`src/rtl/div_pkg.sv`:
```
// div_pkg: shared width and FSM state encoding for the sequential divider.
package div_pkg;
   localparam int N = 32;
   typedef enum logic [1:0] {IDLE, CALC, DONE} state_t;
endpackage

```
`src/rtl/adder_32.sv`:
```
// adder_32: ripple adder; T=1 turns it into a - b with cout as the no-borrow flag.
module adder_32 #(
   parameter int W = 32,
   parameter bit T = 1'b0
) (
   input  logic [W-1:0] a,
   input  logic [W-1:0] b,
   output logic [W-1:0] s,
   output logic         cout
);
   logic [W-1:0] bb;
   assign bb = T ? ~b : b;
   assign {cout, s} = {1'b0, a} + {1'b0, bb} + {{W{1'b0}}, T};
endmodule

```
`src/rtl/div_32.sv`:
```
// div_32: signed/unsigned restoring divider, one quotient bit per clock.
module div_32 #(
   parameter int N = div_pkg::N
) (
   input  logic         i_clk,
   input  logic         i_rst_n,
   input  logic         i_start,
   input  logic         i_signed,
   input  logic [N-1:0] i_dividend,
   input  logic [N-1:0] i_divisor,
   input  logic         i_flush,
   output logic         o_busy,
   output logic         o_valid,
   output logic [N-1:0] o_quotient,
   output logic [N-1:0] o_remainder,
   output logic         o_div_zero
);
   import div_pkg::state_t;
   import div_pkg::IDLE;
   import div_pkg::CALC;
   import div_pkg::DONE;
   localparam int CW = $clog2(N);
   state_t state, state_n;
   logic [CW-1:0] cnt;
   logic [N-1:0] rem, quo, dvs, q_hold, r_hold, sh_rem, diff, q_fix, r_fix;
   logic q_neg, r_neg, dz, dz_hold, cout, no_borrow, accept, zero_dvs;
   assign accept   = state == IDLE && i_start && !i_flush;
   assign zero_dvs = i_divisor == '0;
   assign sh_rem   = {rem[N-2:0], quo[N-1]};
   adder_32 #(.W(N), .T(1'b1)) u_sub (.a(sh_rem), .b(dvs), .s(diff), .cout(cout));
   // the bit shifted out of rem makes the partial remainder exceed any divisor
   assign no_borrow   = cout | rem[N-1];
   assign q_fix       = q_neg ? -quo : quo;
   assign r_fix       = r_neg ? -rem : rem;
   assign o_busy      = state != IDLE;
   assign o_valid     = state == DONE && !i_flush;
   assign o_quotient  = o_valid ? q_fix : q_hold;
   assign o_remainder = o_valid ? r_fix : r_hold;
   assign o_div_zero  = o_valid ? dz : dz_hold;
   always_ff @(posedge i_clk or negedge i_rst_n)
      if (!i_rst_n) state <= IDLE;
      else          state <= state_n;
   always_comb begin
      state_n = i_flush                      ? IDLE :
                accept                       ? (zero_dvs ? DONE : CALC) :
                state == CALC && cnt == '0   ? DONE :
                state == DONE                ? IDLE : state;
   end
   always_ff @(posedge i_clk or negedge i_rst_n) begin
      if (!i_rst_n) begin
         cnt     <= '0;
         rem     <= '0;
         quo     <= '0;
         dvs     <= '0;
         q_neg   <= 1'b0;
         r_neg   <= 1'b0;
         dz      <= 1'b0;
         q_hold  <= '0;
         r_hold  <= '0;
         dz_hold <= 1'b0;
      end else if (accept && zero_dvs) begin
         quo   <= '1;
         rem   <= i_dividend;
         q_neg <= 1'b0;
         r_neg <= 1'b0;
         dz    <= 1'b1;
         cnt   <= '0;
      end else if (accept) begin
         quo   <= i_signed && i_dividend[N-1] ? -i_dividend : i_dividend;
         dvs   <= i_signed && i_divisor[N-1] ? -i_divisor : i_divisor;
         rem   <= '0;
         q_neg <= i_signed && (i_dividend[N-1] ^ i_divisor[N-1]);
         r_neg <= i_signed && i_dividend[N-1];
         dz    <= 1'b0;
         cnt   <= CW'(N - 1);
      end else if (state == CALC && !i_flush) begin
         rem <= no_borrow ? diff : sh_rem;
         quo <= {quo[N-2:0], no_borrow};
         cnt <= cnt == '0 ? cnt : cnt - CW'(1);
      end else if (o_valid) begin
         q_hold  <= q_fix;
         r_hold  <= r_fix;
         dz_hold <= dz;
      end
   end
endmodule
```
`config.mk`:
```
export PLATFORM = sky130hd
export DESIGN_NAME = div_32
export DESIGN_NICKNAME = d
export VERILOG_FILES = /design/src/rtl/div_pkg.sv /design/src/rtl/adder_32.sv /design/src/rtl/div_32.sv
export SDC_FILE = /design/constraint.sdc
export NUM_CORES = 1
export LEC_CHECK = 0
export BUFFER_PORTS_ARGS = -buffer_cell sky130_fd_sc_hd__buf_2
export CAP_MARGIN = 20
export CORE_ASPECT_RATIO = 1.5
export CORE_MARGIN = 2
export CORE_UTILIZATION = 60
export CTS_CLUSTER_SIZE = 16
export DETAILED_ROUTE_END_ITERATION = 10
export PLACE_DENSITY_LB_ADDON = 0.05
export SYNTH_ARGS = -nofsm -noshare
export SYNTH_HDL_FRONTEND = slang
export SYNTH_HIERARCHICAL = 1
export SYNTH_SLANG_ARGS = --single-unit
```
`constraint.sdc`:
```
create_clock -name i_clk -period 3.6 [get_ports i_clk]
set_input_delay 0.54 -clock i_clk [delete_from_list [all_inputs] [get_ports i_clk]]
set_output_delay 0.54 -clock i_clk [all_outputs]
set_load 0.01 [all_outputs]
```
# Word level (Yosys, flattened, before mapping)
# Index checks and enable logic that the tools add are counted.
[word_totals]
out_inout_bits = 67
regBits = 171
input_bits = 69
[classes]
addsub = 7
n_mux = 29
eq_ne = 3
n_reduce_logical = 20
n_bitwise = 6
[op_table]
columns = ["op", "n"]
rows = [
  ["$mux 32", 13],
  ["$neg 32->32", 4],
  ["$add 32x32->33", 1],
  ["$add 33x1->33 const B", 1],
  ["$logic_not 32->1", 1],
  ["$not 32->32", 1],
  ["$mux 5", 4],
  ["$mux 2", 5],
  ["$logic_and 1x1->1", 9],
  ["$mux 1", 7],
  ["$logic_not 5->1", 1],
  ["$sub 5x1->5 const B", 1],
  ["$reduce_and 2->1", 2],
  ["$reduce_bool 2->1", 2],
  ["$reduce_bool 4->1", 1],
  ["$ne 3x2->1 const B", 1],
  ["$not 1->1", 3],
  ["$reduce_and 3->1", 1],
  ["$reduce_bool 3->1", 1],
  ["$eq 2x1->1 const B", 1],
  ["$eq 2x2->1 const B", 1],
  ["$logic_not 2->1", 1],
  ["$logic_not 1->1", 1],
  ["$or 1x1->1", 1],
  ["$xor 1x1->1", 1],
]

# Depth between registers and ports, before layout
# Gate-level depths: netlist of run 1.
[logic_depth]
ltp_word = 8
depth_mapped = 16

# Modules after synthesis
# Netlist of run 1, hierarchy kept.
[modules_own_cells]
columns = ["mod", "area_each_um2", "cells_each", "n_inst", "seq_area_each_um2"]
rows = [
  ["div_32", 10123.5, 1244, 1, 4279.1],
  ["adder_32", 1860.5, 275, 1, 0.0],
]

# Least setup slack after synthesis of run 1
# No wires, ideal clock.
[synth_timing]
path_type = "register -> register"
start = "register quo[31]"
end = "register rem[22]"
arrival_ns = 3.082
path_stages_with_launch = 17
slack_ns = 0.384
setup_time_ns = 0.133
n_path_buf = 1
synth_period_minus_slack_ns = 3.216
cell_sequence = "dfrtp_1 > inv_1 > ha_1 > fa_1 > nand2b_1 > a21oi_1 > o21ai_0 > or3_4 > a21boi_4 > a31oi_1 > o21ai_1 > nor2_1 > clkbuf_1 > nand2_1 > a21oi_1 > a21oi_1 > o21ai_0"
[synth_via]
elab_chain_cells = 7
[synth_lines]
columns = ["element", "line", "source"]
rows = [
  ["start, declared", "div_32.sv:25", "logic [N-1:0] rem, quo, dvs, q_hold, r_hold, sh_rem, diff, q_fix, r_fix;"],
  ["start signal, assigned", "div_32.sv:69", "quo <= i_signed && i_dividend[N-1] ? -i_dividend : i_dividend;"],
  ["start signal, assigned", "div_32.sv:78", "quo <= {quo[N-2:0], no_borrow};"],
  ["$add 32x32->33", "adder_32.sv:13", "assign {cout, s} = {1'b0, a} + {1'b0, bb} + {{W{1'b0}}, T};"],
  ["$add 33x1->33", "adder_32.sv:13", ""],
  ["named net cout", "div_32.sv:26", "logic q_neg, r_neg, dz, dz_hold, cout, no_borrow, accept, zero_dvs;"],
  ["$or 1x1->1", "div_32.sv:32", "assign no_borrow = cout | rem[N-1];"],
  ["$mux 32", "div_32.sv:77", "rem <= no_borrow ? diff : sh_rem;"],
  ["$mux 32", "div_32.sv:76", "end else if (state == CALC && !i_flush) begin"],
  ["$mux 32", "div_32.sv:68", "end else if (accept) begin"],
  ["$mux 32", "div_32.sv:61", "end else if (accept && zero_dvs) begin"],
  ["end signal, assigned", "div_32.sv:63", "rem <= i_dividend;"],
  ["end signal, assigned", "div_32.sv:77", ""],
  ["end, declared", "div_32.sv:25", ""],
]
# The timed path passes the listed nets, and every way through them passes these cells. The select of a mux whose other input is x is not followed.
# A chain may end at the register's enable or synchronous reset.

# Worst setup path in the final report of run 1
[layout_timing]
start = "register rem[20]"
end = "output port o_remainder[27]"
[layout_via]
elab_chain_cells = 3
[layout_lines]
columns = ["element", "line", "source"]
rows = [
  ["$neg 32->32", "div_32.sv:34", "assign r_fix = r_neg ? -rem : rem;"],
  ["$mux 32", "div_32.sv:34", ""],
  ["$mux 32", "--", ""],
  ["end, declared", "div_32.sv:15", "output logic [N-1:0] o_remainder,"],
]
# No other way between the ends.

==> results.yml, run 1 <==
outcome:
  status: "finished, final reports clean"
sta:
  fin_crit_ns: 3.513
  fin_crit_sh_pct: 97.60
  relSlewSlack_pct: 41.81
  finalSetupViolCount: 0
  skew_ns: 0.008431
  hold_violations: 0
  drv_slew: 0
  fmaxAchievable_ghz: 0.2846
  tightest_slew_ns: 0.8708
final_layout:
  fin_nets: 1776
  multi_input_area_sq_mm: 0.007274
  diodes: 0
  final_core_util_pct: 71.02
  area.growth.synth_to_final_pct: 16.78
  layout-drive-gt1-share_pct: 18.49
  fillers: 1647
  regArea_sq_mm: 0.004282
synthesis:
  ys_top_cells_by_area: "dfrtp_1 (36%), o21ai_0 (12%), nand2_1 (7.6%)"
  yosysSeqAreaShare_pct: 35.71
  synth_flop_cell: "dfrtp_1"
  postSynthCellCount: 1519
  synth_top_area_cell: "dfrtp_1"
  yosysWarnings: 6
  ys_ff_latch: 171
  synth_top_area_share_pct: 35.71
  synth_edf_count: 0
  synthArstFlopShare_pct: 100.0
  synthesis.nets: 1626
  yosysUniqueCellTypes: 69
  synth_area_sq_mm: 0.01198
  synth_area_per_cell_sq_um: 7.889
detailed_routing:
  wl_um: 35010
  ant_nets: 0
  wire_per_inst_um: 18.03
  drc: 0
  via_count: 11763
  drt_iter0_drc: 1262
  first_pass_iters: 6
  via_per_inst: 6.057
die:
  core_area_sq_mm: 0.01971
  die_w_um: 119.4
  die_y_um: 177.1
  dieArea_sq_mm: 0.02114
  rows: 63
  io_pins: 136
  start_util_pct: 60.81
setup_path:
  crit_required_ns: 3.06
  worstPathCellList: "buf_4 > or4_1 > nor4b_2 > nand3_2 > o41ai_2 > xor2_1 > o21ai_0 > buf_2"
  setup.worst_path.end_class: "output pin"
  r2r_slack_ns: 0.16
  ff2ff_path_depth: 15
  startpoint: "rem[20]"
  critical_path.max_stage_delay_ns: 0.55
  critPathArrivalTime_ns: 2.97
  crit_buf_inv: 2
  critPathSlowestCell: "or4_1"
  crit_type: "flop to output pin"
  r2r-end: "rem[4]"
  start_kind: "flop"
  crit_fanout: 7
  rr_startpoint: "dvs[0]"
  crit_family: "simple AND/OR/NAND/NOR gates"
pwr:
  peakVddDrop_uv: 429.6
  power_density_mw_per_mm2: 752.4
  power.leakage_nw: 6.374
  power_mw: 10.53
place:
  place_congestion: 1.076
  hpwlAfterDp_um: 26710
  port_buffers: 135
clock_network:
  root_buffer: "clkbuf_16"
  clock_latency_ns: 0.45
  cts_num_sinks: 171
  ctsLongestPathBuffers: 2
  cts_tree: "done"
  path_clk_slew_ns: 0.07
  cts_buffers: 17
  htree_num_levels: 4
global_routing:
  overflow: 0
  antenna_found_initial: 0
  grt_max_degree: 94
  grt_usage_pct: 33.13
  grt_first_pass_wirelength_um: 55380
  grt_pass1_vias: 10777
worst_hold_path:
  hp-class: "input pin to async pin"
flow_run:
  maxCapViolCount: 0
synth_stat cells (4+ instances only):
master	number
or2_2	4
ha_1	37
a211oi_1	16
buf_2	9
xor2_1	85
a21oi_1	124
clkbuf_1	74
nand2b_1	12
o21ai_0	281
o41ai_2	4
inv_1	61
o41ai_1	14
o31ai_1	24
or4_1	18
nor4_1	15
nand3_1	13
o21bai_1	5
or3_1	17
nor2_1	70
nor3_1	32
and2_1	6
nand4_1	11
a21o_1	11
nand2_1	244
xnor2_1	62
nor2b_1	8
o22ai_1	21
dfrtp_1	171
o21a_1	4
a31oi_1	4
o21ai_1	5
nand3b_1	4
through the flow:
stage / setup TNS, ns / worst slack (ns) / hold WS [ns] / instance area, sq um / cells
final: 0 / 0.08652 / 0.1718 / 13990 / 1942
after detailed placement: 0 / 0.05814 / 0.4569 / 13280 / 1905
after CTS: 0 / 0.007539 / 0.2183 / 13850 / 1937
after global placement: -0.1183 / -0.07821 / 0.4493 / 13250 / 1904
after global routing: -0.004730 / -0.004663 / 0.2540 / 13990 / 1942
after floorplan: 0 / 0.3843 / 0.2444 / 11980 / 1519
worst reg2reg max path, cell delays in order, from the launching register on:
cell and delay [ns]:
dfrtp_1 0.43, ha_1 0.28, fa_2 0.37, nand2b_4 0.17, a21oi_2 0.17, o21ai_0 0.15
or3_4 0.40, a21boi_4 0.15, a31oi_1 0.14, o21ai_2 0.23, buf_4 0.17, buf_6 0.16
o21ai_0 0.11, a21oi_1 0.17, a21oi_1 0.06, o21ai_0 0.20
final cells by class:
type | instances | share of cell area [%]
Clock buffer | 22 | 3.460
Sequential cell | 171 | 30.59
Timing Repair Buffer | 218 | 9.531
Inverter | 61 | 1.636
Multi-Input combinational cell | 1200 | 51.98
Tap cell | 260 | 2.325
Clock inverter | 10 | 0.4738
flip-flops by register name (all words and copies together) (netlist names):
register / count
r_neg: 1
dz_hold: 1
q_neg: 1
dz: 1
quo: 32
cnt: 5
dvs: 32
r_hold: 32
rem: 32
q_hold: 32
state: 2
per-layer routing:
layer / vias up / track usage, % / wire (um)
li1: 5674 / - / -
met1: 5556 / 40.72 / 13990
met2: 437 / 56.37 / 17610
met3: 96 / 5.380 / 1818
met4: 0 / 16.67 / 1586
met5: - / 0 / 0
power by group:
part	switching [mW]	internal [mW]	total [mW]
Combinational	3.56	2.48	6.04
Sequential	0.459	2.27	2.73
Clock	0.799	0.953	1.75
Total	4.82	5.71	10.5
placed cells by master, fill, tap and decap left out, drive strengths merged, types with 4 or more instances in the layout:
master and count:
nand2 244, a31oi 4, nor4 16, and2 6, o21a 4, or4 19
nand3b 4, a21oi 126, ha 37, nor2b 8, o21ai 287, o22ai 21
o31ai 25, clkinv 7, or3 19, buf 218, xnor2 62, clkbuf 22
o21bai 5, nor3 32, a21o 11, nand4 12, or2 4, nand3 13
xor2 85, inv 62, o41ai 18, dfrtp 171, a211oi 18, nor2 72
nand2b 12
repair_timing:
action                                 CTS  global route
buffers inserted                         0             3
setup endpoints to repair                3            41
gates cloned                             0             1
gates resized for setup                  3            27
hold buffers                             0             0
endpoints found under the hold margin    0             0
pin swaps                                0             6
worst max-delay path by stage:
stage	depth (start not counted)	slack [ns]	endpoint
after global placement	15	-0.08	rem[7]
after floorplan	16	0.38	rem[22]
final	8	0.09	o_remainder[27]
after global routing	10	-0.005	o_quotient[30]
after CTS	10	0.008	o_quotient[30]
after detailed placement	14	0.06	rem[14]
cells by family after synthesis:
logic type | share of synthesized area (%)
compound gates | 26.22
flops | 35.71
simple gates | 18.06
fa+ha+maj | 4.030
mux | 0.4385
buf+inv | 4.803
xor+xnor | 10.74
No activity file was read; power rests on OpenSTA's default activity.
==> run 2: changes to the inputs <==
--- a/config.mk
+++ b/config.mk
@@ -5,6 +5,7 @@
 export SDC_FILE = /design/constraint.sdc
 export NUM_CORES = 1
 export LEC_CHECK = 0
+export ABC_AREA = 1
 export BUFFER_PORTS_ARGS = -buffer_cell sky130_fd_sc_hd__buf_2
 export CAP_MARGIN = 20
 export CORE_ASPECT_RATIO = 1.5
==> results.yml, run 2 <==
outcome:
  status: "finished, final reports clean"
detailed_routing:
  first_pass_iters: 6
  wl_um: 43570
  wire_per_inst_um: 16.46
  via_count: 14602
  ant_nets: 0
  via_per_inst: 5.516
  drt_iter0_drc: 965
  drc: 0
final_layout:
  area.growth.synth_to_final_pct: 9.968
  fin_nets: 2459
  final_common_cell: "nand2_1"
  layout-drive-gt1-share_pct: 9.810
  final_core_util_pct: 66.95
  final_cells: 2647
  final_area_sq_mm: 0.01532
  layout_common_cells: "nand2_1 (728), inv_1 (320), nor2_1 (271)"
  fillers: 2214
synthesis:
  yosys.area_share.simple_pct: 36.92
  synth_top_family_by_area: "simple AND/OR/NAND/NOR gates"
  synth_compound_area_share_pct: 12.45
  synthXorXnorAreaFrac_pct: 4.903
  ys_top_cells_by_area: "dfrtp_1 (31%), nand2_1 (20%), inv_1 (8.6%)"
  synth_mux_area_share_pct: 0
  yosysMostFrequentCell: "nand2_1"
  synthArstFlopShare_pct: 100.0
  synth_area_per_cell_sq_um: 6.204
  yosysSeqAreaShare_pct: 30.71
  synth_edf_count: 0
  ys_ff_latch: 171
  synthesis.nets: 2353
  yosysWarnings: 6
  synth_top_area_cell: "dfrtp_1"
  synth_top_area_share_pct: 30.71
  synth_flop_cell: "dfrtp_1"
  synth_area_sq_mm: 0.01393
  synthTopCellsByCount: "nand2_1 (728), inv_1 (320), nor2_1 (272)"
  postSynthCellCount: 2246
  yosysUniqueCellTypes: 48
  synthAdderAreaFrac_pct: 3.466
setup_path:
  startpoint: "rem[0]"
  critPathSlowestCell: "a21oi_1"
  worstPathCellList: "inv_1 > ha_1 > nand3_1 > nand2_1 > o21ai_0 > a21oi_1 > xor2_1 > o21ai_0 > buf_2"
  start_kind: "flop"
  crit_type: "flop to output pin"
  r2r-end: "rem[31]"
  crit_required_ns: 3.06
  rr_startpoint: "quo[31]"
  crit_fanout: 5
  critical_path.max_stage_delay_ns: 0.53
  ff2ff_path_depth: 18
  r2r_slack_ns: 0.50
  critPathArrivalTime_ns: 2.87
  setup.worst_path.end_class: "output pin"
  crit_path_frequent_cell: "o21ai_0"
  crit_path_end: "o_remainder[14]"
sta:
  relSlewSlack_pct: 38.84
  drv_slew: 0
  fmaxAchievable_ghz: 0.2932
  fin_crit_sh_pct: 94.73
  finalSetupViolCount: 0
  skew_ns: 0.009396
  fin_setup_tns_ns: 0
  rsz0062_at_grt: "false"
  tightest_slew_ns: 0.9174
  hold_violations: 0
  fin_crit_ns: 3.410
die:
  core_area_sq_mm: 0.02289
  dieArea_sq_mm: 0.02448
  start_util_pct: 60.88
  die_y_um: 190.6
  die_w_um: 128.4
  io_pins: 136
  rows: 68
clock_network:
  clock_latency_ns: 0.45
  ctsLongestPathBuffers: 2
  cts_num_sinks: 171
  cts_tree: "done"
  root_buffer: "clkbuf_16"
  cts_buffers: 17
  htree_num_levels: 4
  path_clk_slew_ns: 0.07
  cts_setup_buffers: 0
place:
  hpwlAfterDp_um: 35090
  dpl_cell_area_sq_mm: 0.01477
  port_buffers: 135
  place_congestion: 0.9875
  placed_cells: 2613
global_routing:
  antenna_found_initial: 2
  grt_usage_pct: 36.28
  grt_max_degree: 99
  overflow: 0
  grt_first_pass_wirelength_um: 68800
  grt_pass1_vias: 14209
worst_hold_path:
  hp-class: "input pin to async pin"
pwr:
  p_int_mw: 5.699
  swShare_pct: 50.75
  power.leakage_nw: 8.568
  p_comb_share_pct: 58.0
  pwr-share-seq_pct: 26.8
  peakVddDrop_uv: 456.4
  clockPowerShare_pct: 15.2
  p_sw_mw: 5.872
  power_density_mw_per_mm2: 755.2
flow_run:
  maxCapViolCount: 0
## run 2: cell types whose count changed after synthesis, sizes merged, moves of 56 or more
cell / previous run / this run
a21oi: 126 / 57
inv: 61 / 326
o21ai: 287 / 214
nand3: 13 / 160
xnor2: 62 / 6
nand2: 244 / 738
nor2: 72 / 287
## run 2: power groups by stage
| stage | combinational (mW) | sequential, mW | clock [mW] |
|---|---|---|---|
| after floorplan | 4.92 | 2.90 | 0 |
| after global placement | 6.47 | 3.09 | 0 |
| after detailed placement | 6.59 | 3.11 | 0 |
| after CTS | 6.63 | 3.07 | 1.78 |
| after global routing | 7.56 | 3.16 | 1.86 |
| final | 6.71 | 3.10 | 1.76 |
## run 2: layout make-up
| type | count | area (sq um) | area share, % |
|---|---|---|---|
| antenna | 2 | 5.005 | 0.03266 |
| tap | 280 | 350.3 | 2.286 |
| multi-input combinational | 1681 | 8046 | 52.52 |
| clock inverter | 13 | 110.1 | 0.7186 |
| inverter | 326 | 1227 | 8.011 |
| clock buffer | 19 | 432.9 | 2.825 |
| timing repair buffer | 155 | 869.6 | 5.675 |
| sequential | 171 | 4280 | 27.94 |
## run 2: worst min-delay path by stage
stage / end / startpoint / depth (start not counted)
final: q_hold[3] / i_rst_n / 1
after global routing: q_hold[3] / i_rst_n / 1
after CTS: q_hold[3] / i_rst_n / 1
after detailed placement: q_hold[22] / q_hold[22] / 2
after global placement: q_hold[11] / q_hold[11] / 2
after floorplan: cnt[0] / i_rst_n / 0
## run 2: worst max-delay path: cells and delay by family, from the launching register on
family	cells	cell delay (ns)
AO/OA/AOI/OAI	3	0.95
XOR/XNOR	1	0.25
adder cells (fa/ha/maj)	1	0.21
buffers and inverters	2	0.33
flip-flops	1	0.43
AND/OR/NAND/NOR	2	0.25
## run 2: kinds of logic after synthesis
kind of cell             Yosys count
buffers and inverters            394
AO/OA/AOI/OAI                    324
XOR/XNOR                          78
AND/OR/NAND/NOR                 1241
adder cells (fa/ha/maj)           38
flip-flops                       171
## run 2: through the flow
stage / worst slack, ns / total power [mW] / hold WS, ns
2_1_floorplan: 1.044 / 7.817 / 0.2444
3_3_place_gp: 0.6472 / 9.563 / 0.4573
3_5_place_dp: 0.6034 / 9.694 / 0.4608
4_1_cts: 0.1085 / 11.47 / 0.2318
5_1_grt: 0.03074 / 12.58 / 0.2546
6_report: 0.1899 / 11.57 / 0.1673
## run 2: metal layers
metal	track usage (%)	wire (um)	vias to the layer above
li1	-	-	7308
met3	4.181	2151	176
met1	37.15	15650	6583
met5	0	0	-
met2	67.12	22380	535
met4	26.16	3385	0
## run 2: what timing repair did
action | 4_1_cts | 5_1_grt
hold endpoints to repair | 0 | 0
endpoints found under the setup margin | 0 | 1
resized for setup | 0 | 1
hold buffers | 0 | 0
==> run 3: changes to the inputs <==
--- a/config.mk
+++ b/config.mk
@@ -9,11 +9,12 @@
 export BUFFER_PORTS_ARGS = -buffer_cell sky130_fd_sc_hd__buf_2
 export CAP_MARGIN = 20
 export CORE_ASPECT_RATIO = 1.5
-export CORE_MARGIN = 2
+export CORE_MARGIN = 1.5
 export CORE_UTILIZATION = 60
 export CTS_CLUSTER_SIZE = 16
 export DETAILED_ROUTE_END_ITERATION = 10
 export PLACE_DENSITY_LB_ADDON = 0.05
+export SLEW_MARGIN = 30
 export SYNTH_ARGS = -nofsm -noshare
 export SYNTH_HDL_FRONTEND = slang
 export SYNTH_HIERARCHICAL = 1
==> results.yml, run 3 (synthesis gave the netlist of run 2 again) <==
detailed_routing:
  wl_um: 43180
  first_pass_iters: 8
  via_count: 14552
  wire_per_inst_um: 16.31
  drc: 0
  ant_nets: 0
  drt_iter0_drc: 990
  via_per_inst: 5.495
sta:
  fin_setup_tns_ns: 0
  hold_violations: 0
  finalSetupViolCount: 0
  rsz0062_at_grt: "false"
  relSlewSlack_pct: 53.18
  tightest_slew_ns: 0.6998
  fin_ws_ns: 0.1607
  fin_crit_ns: 3.439
  drv_slew: 0
  fmaxAchievable_ghz: 0.2908
  fin_crit_sh_pct: 95.54
  skew_ns: 0.009582
clock_network:
  root_buffer: "clkbuf_16"
  cts_setup_buffers: 0
  ctsLongestPathBuffers: 2
  cts_tree: "done"
  holdBufCountCts: 0
  cts_buffers: 17
  clock_latency_ns: 0.45
  htree_num_levels: 4
  path_clk_slew_ns: 0.07
  cts_resized: 0
  cts_num_sinks: 171
setup_path:
  r2r_slack_ns: 0.63
  crit_required_ns: 3.06
  worstPathCellList: "inv_1 > o21ai_1 > nor2_1 > nand2_1 > xor2_1 > o21ai_0 > buf_2"
  startpoint: "r_neg"
  critPathArrivalTime_ns: 2.90
  critical_path.max_stage_delay_ns: 0.61
  start_kind: "flop"
  crit_fanout: 22
  crit_type: "flop to output pin"
  critPathSlowestCell: "dfrtp_1"
  setup.worst_path.end_class: "output pin"
  rr_startpoint: "quo[31]"
pwr:
  p_comb_share_pct: 57.0
  power.leakage_nw: 8.605
  pwr-share-seq_pct: 26.3
  clockPowerShare_pct: 16.8
  peakVddDrop_uv: 441.0
  swShare_pct: 49.55
  p_sw_mw: 5.826
  p_int_mw: 5.931
  power_density_mw_per_mm2: 763.0
die:
  core_area_sq_mm: 0.02289
  die_y_um: 189.6
  start_util_pct: 60.88
  dieArea_sq_mm: 0.02416
  die_w_um: 127.4
  io_pins: 136
  rows: 68
worst_hold_path:
  hp-class: "input pin to async pin"
global_routing:
  grt_usage_pct: 36.50
  grt_pass1_vias: 13975
  overflow: 0
  grt_max_degree: 114
  grt_first_pass_wirelength_um: 67920
  antenna_found_initial: 2
final_layout:
  final_area_sq_mm: 0.01541
  area.growth.synth_to_final_pct: 10.59
  final_common_cell: "nand2_1"
  fillers: 2230
  fin_nets: 2461
  layout_common_cells: "nand2_1 (728), inv_1 (320), nor2_1 (271)"
  layout-drive-gt1-share_pct: 9.890
  final_cells: 2648
flow_run:
  maxCapViolCount: 0
place:
  port_buffers: 135
  placed_cells: 2615
  hpwlAfterDp_um: 34590
  dpl_cell_area_sq_mm: 0.01479
  dpl_worst_slack_ns: 0.6778
  place_congestion: 0.9828
outcome:
  status: "finished, final reports clean"
run 3: power groups by stage:
| stage | Sequential [mW] | Clock [mW] | Combinational (mW) |
|---|---|---|---|
| floorplan | 2.90 | 0 | 4.92 |
| global placement | 3.08 | 0 | 6.47 |
| detailed placement | 3.10 | 0 | 6.57 |
| CTS | 3.07 | 1.98 | 6.62 |
| global route | 3.16 | 2.05 | 7.59 |
| finish | 3.09 | 1.97 | 6.70 |
run 3: per-stage QoR:
step	power [mW]	hold WS, ns	utilization (%)
after global routing	12.80	0.08420	67.32
final	11.76	0.03118	67.32
after CTS	11.67	0.05364	67.30
after global placement	9.554	0.4551	64.61
after detailed placement	9.673	0.4608	64.61
after floorplan	7.817	0.2444	-
run 3: path summary, 6_finish.rpt:
check | to | depth (start not counted)
setup / recovery | o_remainder[21] | 7
hold reg to reg | q_hold[27] | 2
max in group asynchronous | rem[29] | 2
min in group i_clk | dvs[22] | 4
hold / removal | q_hold[3] | 1
setup reg to reg | rem[12] | 18
run 3: critical path: cells and delay by family, from the launching register on:
family,cells,cell delay (ns)
flip-flops,1,0.61
buffers and inverters,2,0.53
AND/OR/NAND/NOR,2,0.49
XOR/XNOR,1,0.48
AO/OA/AOI/OAI,2,0.34
run 3: final cells by class:
type | instances | area, sq um | area share [%]
diodes | 2 | 5.005 | 0.03248
flip-flops and latches | 171 | 4279 | 27.77
clock buffers | 19 | 452.9 | 2.940
well taps | 280 | 350.3 | 2.274
repair buffers | 157 | 884.6 | 5.741
inverters | 326 | 1227 | 7.966
clock inverters | 12 | 162.7 | 1.056
multi-input cells | 1681 | 8046 | 52.22
run 3: routing by layer:
metal  track usage [%]  share of wire (%)  up-vias
met5                 0                  0        -
met4             26.31                7.5        0
met3             4.218                4.7      165
met2             68.50                 52      490
met1             36.79                 36     6600
li1                  -                  -     7297
